===== config.mk =====
export PLATFORM = sky130hd
export DESIGN_NAME = imem_stream_loader
export DESIGN_NICKNAME = d
export VERILOG_FILES = /design/src/rtl/cpu_pkg.sv /design/src/rtl/imem_stream_loader_packer.sv /design/src/rtl/imem_stream_loader.sv
export SDC_FILE = /design/constraint.sdc
export NUM_CORES = 1
export LEC_CHECK = 0
export ABC_AREA = 1
export CORE_ASPECT_RATIO = 1.4
export CORE_MARGIN = 2
export CORE_UTILIZATION = 45
export CTS_CLUSTER_DIAMETER = 60
export DETAILED_ROUTE_END_ITERATION = 16
export DONT_BUFFER_PORTS = 1
export HOLD_SLACK_MARGIN = 0.12
export PLACE_DENSITY_LB_ADDON = 0.25
export SYNTH_ARGS = -nofsm -noshare
export SYNTH_HDL_FRONTEND = slang
export SYNTH_HIERARCHICAL = 1
export SYNTH_SLANG_ARGS = --single-unit

===== constraint.sdc =====
create_clock -name clk -period 1.9 [get_ports clk]
set_input_delay 0.19 -clock clk [delete_from_list [all_inputs] [get_ports clk]]
set_output_delay 0.19 -clock clk [all_outputs]
set_load 0.005 [all_outputs]

===== src/rtl/cpu_pkg.sv =====
// Shared types and constants for the cpu_64bit program-image loader.
// The loader state enum includes CSUM, which is only reachable when IMEM_LOADER_CHECKSUM_EN is defined.
package cpu_pkg;

    localparam int INSTR_W            = 32;
    localparam int IMEM_DEPTH_DEFAULT = 256;

    typedef enum logic [2:0] {
        ST_IDLE,
        ST_LEN_LO,
        ST_LEN_HI,
        ST_DATA,
        ST_FLUSH,
        ST_CSUM,
        ST_DONE,
        ST_ERROR
    } loader_state_t;

endpackage


===== src/rtl/imem_stream_loader_packer.sv =====
// imem_word_packer: gathers four stream bytes into one little-endian instruction word.
// word_valid pulses for one cycle after the fourth byte lands.
module imem_word_packer
    import cpu_pkg::*;
(
    input  logic               clk,
    input  logic               rst,
    input  logic               clear,
    input  logic               byte_valid,
    input  logic [7:0]         byte_data,
    output logic               last_lane,
    output logic               word_valid,
    output logic [INSTR_W-1:0] word
);

    logic [1:0] lane_reg;
    logic       word_valid_reg;

    always_ff @(posedge clk or posedge rst) begin
        if (rst) begin
            lane_reg       <= 2'd0;
            word_valid_reg <= 1'b0;
        end else begin
            word_valid_reg <= 1'b0;
            if (clear) begin
                lane_reg <= 2'd0;
            end else if (byte_valid) begin
                lane_reg       <= lane_reg + 2'd1;
                word_valid_reg <= (lane_reg == 2'd3);
            end
        end
    end

    // Each lane owns its own byte register so lane k lands in word[8k+7:8k].
    for (genvar gi = 0; gi < INSTR_W / 8; gi++) begin : gen_lane
        logic [7:0] byte_reg;

        always_ff @(posedge clk or posedge rst) begin
            if (rst) begin
                byte_reg <= 8'd0;
            end else if (byte_valid && !clear && (lane_reg == 2'(gi))) begin
                byte_reg <= byte_data;
            end
        end

        assign word[8*gi +: 8] = byte_reg;
    end

    assign last_lane  = (lane_reg == 2'd3);
    assign word_valid = word_valid_reg;

endmodule


===== src/rtl/imem_stream_loader.sv =====
// Loads a length-prefixed byte stream into cpu_64bit instruction memory while holding the CPU in reset.
// Define IMEM_LOADER_CHECKSUM_EN to require a trailing XOR checksum byte.
module imem_stream_loader
    import cpu_pkg::*;
#(
    parameter int IMEM_DEPTH = IMEM_DEPTH_DEFAULT,
    parameter int ADDR_W     = 8
) (
    input  logic               clk,
    input  logic               rst,
    input  logic               start,
    input  logic               in_valid,
    input  logic [7:0]         in_data,
    output logic               in_ready,
    output logic               imem_we,
    output logic [ADDR_W-1:0]  imem_addr,
    output logic [INSTR_W-1:0] imem_wdata,
    output logic               cpu_hold,
    output logic               load_done,
    output logic               load_error,
    output logic [15:0]        words_loaded
);

    loader_state_t     state_reg;
    logic [15:0]       len_reg;
    logic [15:0]       words_reg;
    logic [ADDR_W-1:0] addr_reg;
    logic              in_ready_reg;
    logic              cpu_hold_reg;
    logic              load_done_reg;
    logic              load_error_reg;
`ifdef IMEM_LOADER_CHECKSUM_EN
    logic [7:0]        csum_reg;
`endif

    logic        accept;
    logic        armable;
    logic [15:0] len_full;
    logic [15:0] words_next;
    logic        last_word;
    logic        last_lane;
    logic        word_valid;

    assign accept     = in_valid && in_ready_reg;
    assign armable    = (state_reg == ST_IDLE) || (state_reg == ST_DONE) || (state_reg == ST_ERROR);
    assign len_full   = {in_data, len_reg[7:0]};
    assign words_next = (words_reg == 16'(IMEM_DEPTH)) ? words_reg : words_reg + 16'd1;
    assign last_word  = (words_reg + 16'd1 == len_reg);

    imem_word_packer u_packer (
        .clk        (clk),
        .rst        (rst),
        .clear      (start && armable),
        .byte_valid (accept && (state_reg == ST_DATA)),
        .byte_data  (in_data),
        .last_lane  (last_lane),
        .word_valid (word_valid),
        .word       (imem_wdata)
    );

    always_ff @(posedge clk or posedge rst) begin
        if (rst) begin
            state_reg      <= ST_IDLE;
            len_reg        <= 16'd0;
            words_reg      <= 16'd0;
            addr_reg       <= '0;
            in_ready_reg   <= 1'b0;
            cpu_hold_reg   <= 1'b1;
            load_done_reg  <= 1'b0;
            load_error_reg <= 1'b0;
`ifdef IMEM_LOADER_CHECKSUM_EN
            csum_reg       <= 8'd0;
`endif
        end else begin
            case (state_reg)
                ST_IDLE, ST_DONE, ST_ERROR: begin
                    if (start) begin
                        state_reg      <= ST_LEN_LO;
                        len_reg        <= 16'd0;
                        words_reg      <= 16'd0;
                        addr_reg       <= '0;
                        in_ready_reg   <= 1'b1;
                        cpu_hold_reg   <= 1'b1;
                        load_done_reg  <= 1'b0;
                        load_error_reg <= 1'b0;
`ifdef IMEM_LOADER_CHECKSUM_EN
                        csum_reg       <= 8'd0;
`endif
                    end
                end
                ST_LEN_LO: begin
                    if (accept) begin
                        len_reg[7:0] <= in_data;
                        state_reg    <= ST_LEN_HI;
`ifdef IMEM_LOADER_CHECKSUM_EN
                        csum_reg     <= csum_reg ^ in_data;
`endif
                    end
                end
                ST_LEN_HI: begin
                    if (accept) begin
                        len_reg[15:8] <= in_data;
`ifdef IMEM_LOADER_CHECKSUM_EN
                        csum_reg      <= csum_reg ^ in_data;
`endif
                        if (len_full == 16'd0) begin
`ifdef IMEM_LOADER_CHECKSUM_EN
                            state_reg     <= ST_CSUM;
`else
                            state_reg     <= ST_DONE;
                            in_ready_reg  <= 1'b0;
                            cpu_hold_reg  <= 1'b0;
                            load_done_reg <= 1'b1;
`endif
                        end else if (len_full > 16'(IMEM_DEPTH)) begin
                            state_reg      <= ST_ERROR;
                            in_ready_reg   <= 1'b0;
                            load_error_reg <= 1'b1;
                        end else begin
                            state_reg <= ST_DATA;
                        end
                    end
                end
                ST_DATA: begin
                    if (accept) begin
`ifdef IMEM_LOADER_CHECKSUM_EN
                        csum_reg <= csum_reg ^ in_data;
`endif
                        // Count the word now so the new total is visible alongside its strobe.
                        if (last_lane) begin
                            words_reg <= words_next;
                            if (last_word) begin
`ifdef IMEM_LOADER_CHECKSUM_EN
                                state_reg    <= ST_CSUM;
`else
                                state_reg    <= ST_FLUSH;
                                in_ready_reg <= 1'b0;
`endif
                            end
                        end
                    end
                end
                ST_FLUSH: begin
                    state_reg     <= ST_DONE;
                    cpu_hold_reg  <= 1'b0;
                    load_done_reg <= 1'b1;
                end
`ifdef IMEM_LOADER_CHECKSUM_EN
                ST_CSUM: begin
                    if (accept) begin
                        in_ready_reg <= 1'b0;
                        if (in_data == csum_reg) begin
                            state_reg     <= ST_DONE;
                            cpu_hold_reg  <= 1'b0;
                            load_done_reg <= 1'b1;
                        end else begin
                            state_reg      <= ST_ERROR;
                            load_error_reg <= 1'b1;
                        end
                    end
                end
`endif
                default: begin
                    state_reg    <= ST_IDLE;
                    in_ready_reg <= 1'b0;
                end
            endcase

            // A strobe never coincides with arming, so this cannot fight the clear above.
            if (word_valid) begin
                addr_reg <= addr_reg + ADDR_W'(1);
            end
        end
    end

    assign in_ready     = in_ready_reg;
    assign imem_we      = word_valid;
    assign imem_addr    = addr_reg;
    assign cpu_hold     = cpu_hold_reg;
    assign load_done    = load_done_reg;
    assign load_error   = load_error_reg;
    assign words_loaded = words_reg;

endmodule


Word level (Yosys, flattened, before mapping)
Index checks and enable logic that the tools add are counted.
{"block": "op_classes", "bitwise": 1, "n_eq_ne": 22, "addsub": 3, "n_reduce_logical": 31, "n_mux": 43, "n_lt_le_gt_ge": 1}
{"op": "$mux 16", "n": 4}
{"op": "$mux 8", "n": 4}
{"op": "$pmux 16 s2", "n": 1}
{"op": "$pmux 8 s2", "n": 2}
{"op": "$mux 3", "n": 8}
{"op": "$ne 2x2->1 const B", "n": 10}
{"op": "$mux 1", "n": 17}
{"op": "$add 16x1->16 const B", "n": 1}
{"op": "$eq 16x16->1", "n": 1}
{"op": "$eq 16x9->1 const B", "n": 1}
{"op": "$gt 16x9->1 const B", "n": 1}
{"op": "$logic_not 16->1", "n": 1}
{"op": "$pmux 3 s5", "n": 1}
{"op": "$reduce_bool 2->1", "n": 6}
{"op": "$reduce_and 5->1", "n": 2}
{"op": "$eq 3x3->1 const B", "n": 3}
{"op": "$add 8x1->8 const B", "n": 1}
{"op": "$logic_and 1x1->1", "n": 8}
{"op": "$reduce_and 7->1", "n": 1}
{"op": "$eq 3x2->1 const B", "n": 2}
{"op": "$pmux 1 s3", "n": 2}
{"op": "$reduce_and 3->1", "n": 2}
{"op": "$reduce_and 6->1", "n": 1}
{"op": "$eq 2x2->1 const B", "n": 2}
{"op": "other kinds (17)", "n": 19}
{"block": "word_totals", "reg_bits": 82, "word_cells": 116, "inputBits": 12, "output_inout_bits": 61}

Longest topological paths before layout
{"block": "depth", "word_depth": 7, "mapped_depth": 16, "ltp_nobuf": 16}

Modules after synthesis
Netlist, hierarchy kept.
{"module": "imem_stream_loader", "cells_each": 412, "seq_area_each_um2": 1177.4, "n_inst": 1, "area_per_inst_um2": 3047.9}
{"module": "imem_word_packer", "cells_each": 163, "seq_area_each_um2": 875.8, "n_inst": 1, "area_per_inst_um2": 1601.5}

Least setup slack after synthesis
Ideal clock, no wire load.
{"block": "synth_path", "path_kind": "flip-flop to flip-flop", "start": "reg words_reg[1] (netlist: words_loaded[1])", "end": "reg state_reg[2]", "setup_slack_ns": 0.085, "setup_ns": 0.117, "t_required_ns": 1.783, "path_buffers": 0, "path_stages_with_launch": 17, "synth_period_minus_slack_ns": 1.815, "t_arrival_ns": 1.699, "path_cell_list": "dfrtp_1 -> ha_1 -> nand2_2 -> nor2_8 -> nand2_2 -> nand2_2 -> nand2_1 -> nand2_1 -> nand2_1 -> nor2_1 -> nand2_1 -> nor2_2 -> nand3_2 -> nand2_4 -> nand2_2 -> nand2_1 -> nand2_1"}
{"block": "synth_between", "elab_chain_len": 4}
{"element": "start: declaration", "line_no": "imem_stream_loader.sv:26", "source": "logic [15:0] words_reg;"}
{"element": "start signal: assignment", "line_no": "imem_stream_loader.sv:131", "source": "words_reg <= words_next;"}
{"element": "$add 16x1->16", "line_no": "imem_stream_loader.sv:48", "source": "assign last_word = (words_reg + 16'd1 == len_reg);"}
{"element": "$eq 16x16->1", "line_no": "imem_stream_loader.sv:48"}
{"element": "$ne 2x2->1 (no source line)"}
{"element": "$reduce_and 6->1 (no source line)"}
{"element": "end signal: assignment", "line_no": "imem_stream_loader.sv:63", "source": "state_reg <= ST_IDLE;"}
{"element": "end signal: assignment", "line_no": "imem_stream_loader.sv:78", "source": "state_reg <= ST_LEN_LO;"}
{"element": "end signal: assignment", "line_no": "imem_stream_loader.sv:94", "source": "state_reg <= ST_LEN_HI;"}
{"element": "end: declaration", "line_no": "imem_stream_loader.sv:24", "source": "loader_state_t state_reg;"}
Every way passes these cells.
A chain may end at the register's enable or synchronous reset.

Worst setup path after layout
{"block": "layout_path", "start": "reg words_reg[1] (netlist: words_loaded[1])", "end": "reg state_reg[0]"}
Same word-level chain as after synthesis.

==> summary.txt <==
Cells and area
  – Storage cell area: 2060 µm²
  – Area Overhead vs Synth: 22.5%
  – Multi-input gate area: 2300 µm²
  – Filler cells: 916
  – Number of flip-flops under the largest register name: 32
  – Nets: 657
  – Layout cells sized above 1: 0.238
  – # diodes: 0

Critical path
  – Crit path arrival time: 2200 ps
  – Worst Setup Path Type: reg -> reg
  – Crit-path max FO: 5
  – Crit path launch: words_loaded[1]
  – Crit-path max cell delay: 380 ps
  – Worst Path Required: 2120 ps
  – CP max-delay cell: dfrtp_1
  – WP buf/inv: 1
  – Worst setup EP type: flip-flop
  – CP most frequent cell: nand2_1
  – Critical path cell sequence: buf_4 -> nand2_8 -> nor2_8 -> nand2_4 -> nand2_2 -> nand2_1 -> nand2_1 -> nand2_1 -> nor2_2 -> nand2_1 -> nor2_2 -> nand3_2 -> nand2_4 -> nand2_4 -> nand2_2 -> nand2_2
  – Crit path max-delay family: simple AND/OR/NAND/NOR gates
  – Worst setup SP type: flip-flop
  – Reg2Reg Launch Point: words_loaded[1]

Clock network
  – Clk root buf: clkbuf_16
  – H-tree depth: 3
  – Bufs on Longest Clock Path: 2
  – Clock Sinks: 82
  – Worst skew pair latency: 330 ps
  – CTS Buf Count: 9
  – Clk slew on worst S/H paths: 60 ps
  – CTS tree: yes

Floorplan
  – IO Pins: 73
  – Starting density of the core: 0.465
  – Core area: approximately 10,000 µm²
  – Die width: 89.9 µm
  – # rows: 43
  – Die H: 124 µm
  – DIE AREA: 11,200 µm²

Routing
  – WL/cell: about 17 µm
  – Vias/cell: 5.45
  – Routed WL: 12,900 µm
  – Drt drc: 0
  – Remaining antenna violation count: 0
  – DR iter-0 viols: around 300
  – Drt first pass iters: 5
  – DR vias: 4,234

STA
  – RSZ-0062 raised after global routing: true
  – Final period util: 1.04
  – Final hold vios: 0
  – Slew Viols, Final: 0
  – Skew final: between 4 and 5 ps
  – Worst slew pin tran: ~460 ps
  – Relative slew slack: 0.690
  – Min setup slack post-route: -79.4 ps
  – Max Clk Rate: 505 MHz
  – Final setup violating endpoints: 4
  – Final min period: 1980 ps
  – WHS: 137 ps

Placed design
  – Detail Placement HPWL: 9120 µm
  – Final Wtd Congestion: 0.968
  – Worst slack, placed: -130 ps
  – Port-buffer cells: 0

Power and ir drop
  – Leakage: ~2.8 nW
  – Peak supply drop: 0.000724 V
  – Total power: 7.00 mW
  – P per Cell Area: 1230 nW/µm²

Synth
  – Register area share after synthesis: 0.442
  – Mapped Nets: 594
  – Syn avg cell area: between 8 and 9 µm²
  – Yosys warnings: 6
  – Cell variety after synth: 38
  – Synth Instances: 575
  – Post-synthesis register bit count: between 80 and 90
  – Mapped Area: 4650 µm²

Run status
  – Failing checks: negative setup slack
  – Run status: finished with violations

Global routing
  – Total GRT Usage: 0.237
  – Initial antenna violation count: 0
  – Vias in the first global route: a little over 4,000
  – GRT Residual Overflow: 0
  – Pin count of the biggest net entering global routing: 40
  – First-pass GRT wire length: 20,900 µm

Worst hold path
  – Worst hold path type: in -> reg
  – Worst hold start: start

Flow run
  – Max-capacitance violation count: 0
layout make-up:
type	instances	share of cell area
clock buffer	12	0.0450
inverter	76	0.0505
timing repair buffer	68	0.107
sequential	82	0.361
tap	135	0.0297
clock inverter	3	0.00264
multi-input combinational	401	0.404
worst register-to-register path: cells and delay by family, from the launching register on:
| kind | cells | cell delay [ps] |
|---|---|---|
| DFF | 1 | 380 |
| buffers and inverters | 1 | 170 |
| and+or+nand+nor | 15 | 1320 |
through the flow:
| stage | util | TNS, ps | instance area [µm²] | std cells |
|---|---|---|---|---|
| 2_1_floorplan | - | 0 | 4650 | 575 |
| 4_1_cts | 0.556 | -62.4 | 5560 | 773 |
| 3_5_place_dp | 0.508 | -702 | 5080 | 745 |
| 3_3_place_gp | 0.508 | -387 | 5080 | 745 |
| 6_report | 0.569 | -283 | 5700 | 777 |
| 5_1_grt | 0.569 | -990 | 5700 | 777 |
routing by layer:
layer / vias to the layer above / share of wire / track usage
li1: 2050 / - / -
met1: 2023 / 0.40 / 0.282
met2: 139 / 0.52 / 0.415
met3: 22 / 0.060 / 0.0514
met4: 0 / 0.027 / 0.0995
met5: - / 0 / 0
cells by family after synthesis:
kind of cell             count (synthesis)  synth area share
flip-flops                              82             0.442
adder cells (fa/ha/maj)                  7            0.0188
AND/OR/NAND/NOR                        334             0.350
AO/OA/AOI/OAI                           58            0.0885
buffers and inverters                   93            0.0993
XOR/XNOR                                 1           0.00188
worst paths after layout:
path | cells after the start | endpoint | slack, ps
worst max-delay path | 16 | state_reg[0] | -80
worst min-delay path | 3 | load_error | 140
worst min register to register | 1 | imem_addr[7] | 500
max in group asynchronous | 3 | len_reg[15] | 1050
worst max register to register | 16 | state_reg[0] | -80
min in group asynchronous | 2 | in_ready | 350
synthesized netlist by cell type (all sizes together):
cell type	n	area (µm²)
ha	7	87.6
o22ai	19	181
dfrtp	81	2030
nor3	4	20.0
and3	1	6.26
inv	75	282
o311ai	1	8.76
o21a	1	7.51
nand3	57	320
nor4	2	12.5
nand2	179	712
o2111ai	1	15.0
xor2	1	8.76
a21oi	10	57.6
and2	1	6.26
dfstp	1	26.3
nand4	47	294
o41ai	1	8.76
buf	17	176
nor2	43	255
o32ai	1	8.76
o21ai	24	124
clkinv	1	3.75
cell usage in the layout, fill, tap and decap left out, types with 2 or more instances in the layout:
cell and count:
nor2_8 3, o22ai_2 10, clkbuf_16 9, buf_12 5
inv_2 9, buf_4 50, nand4_1 47, nand2_1 157
a21oi_2 2, clkbuf_8 2, nor4_4 2, ha_1 5
nand3_1 51, dfrtp_2 3, dfrtp_1 78, nor2_2 9
nand3_2 2, nor2_1 25, dlygate4sd3_1 9, inv_1 65
o21ai_2 2, nand2_4 4, nand2_2 17, a21oi_1 8
nand3_4 4, buf_6 4, ha_4 2, nor3_1 4
o21ai_1 3, clkinv_2 3, o21ai_0 19, nor2_4 7
o22ai_1 9
power by group:
part           leakage (nW)  switching [mW]  total [mW]  internal, mW
logic                  1.58            1.82        2.92          1.11
clock network         0.138           0.663        1.61         0.942
registers              1.11           0.327        2.47          2.14
total                  2.83            2.80        7.00          4.19
what timing repair did:
item,CTS,global route
buffers inserted,3,4
gates cloned,1,0
gates resized for setup,19,24
endpoints found under the setup margin,21,59
pin swaps,6,11
hold buffers,9,0
endpoints found under the hold margin,103,0
Note: power is estimated with default switching activity, not from simulation.
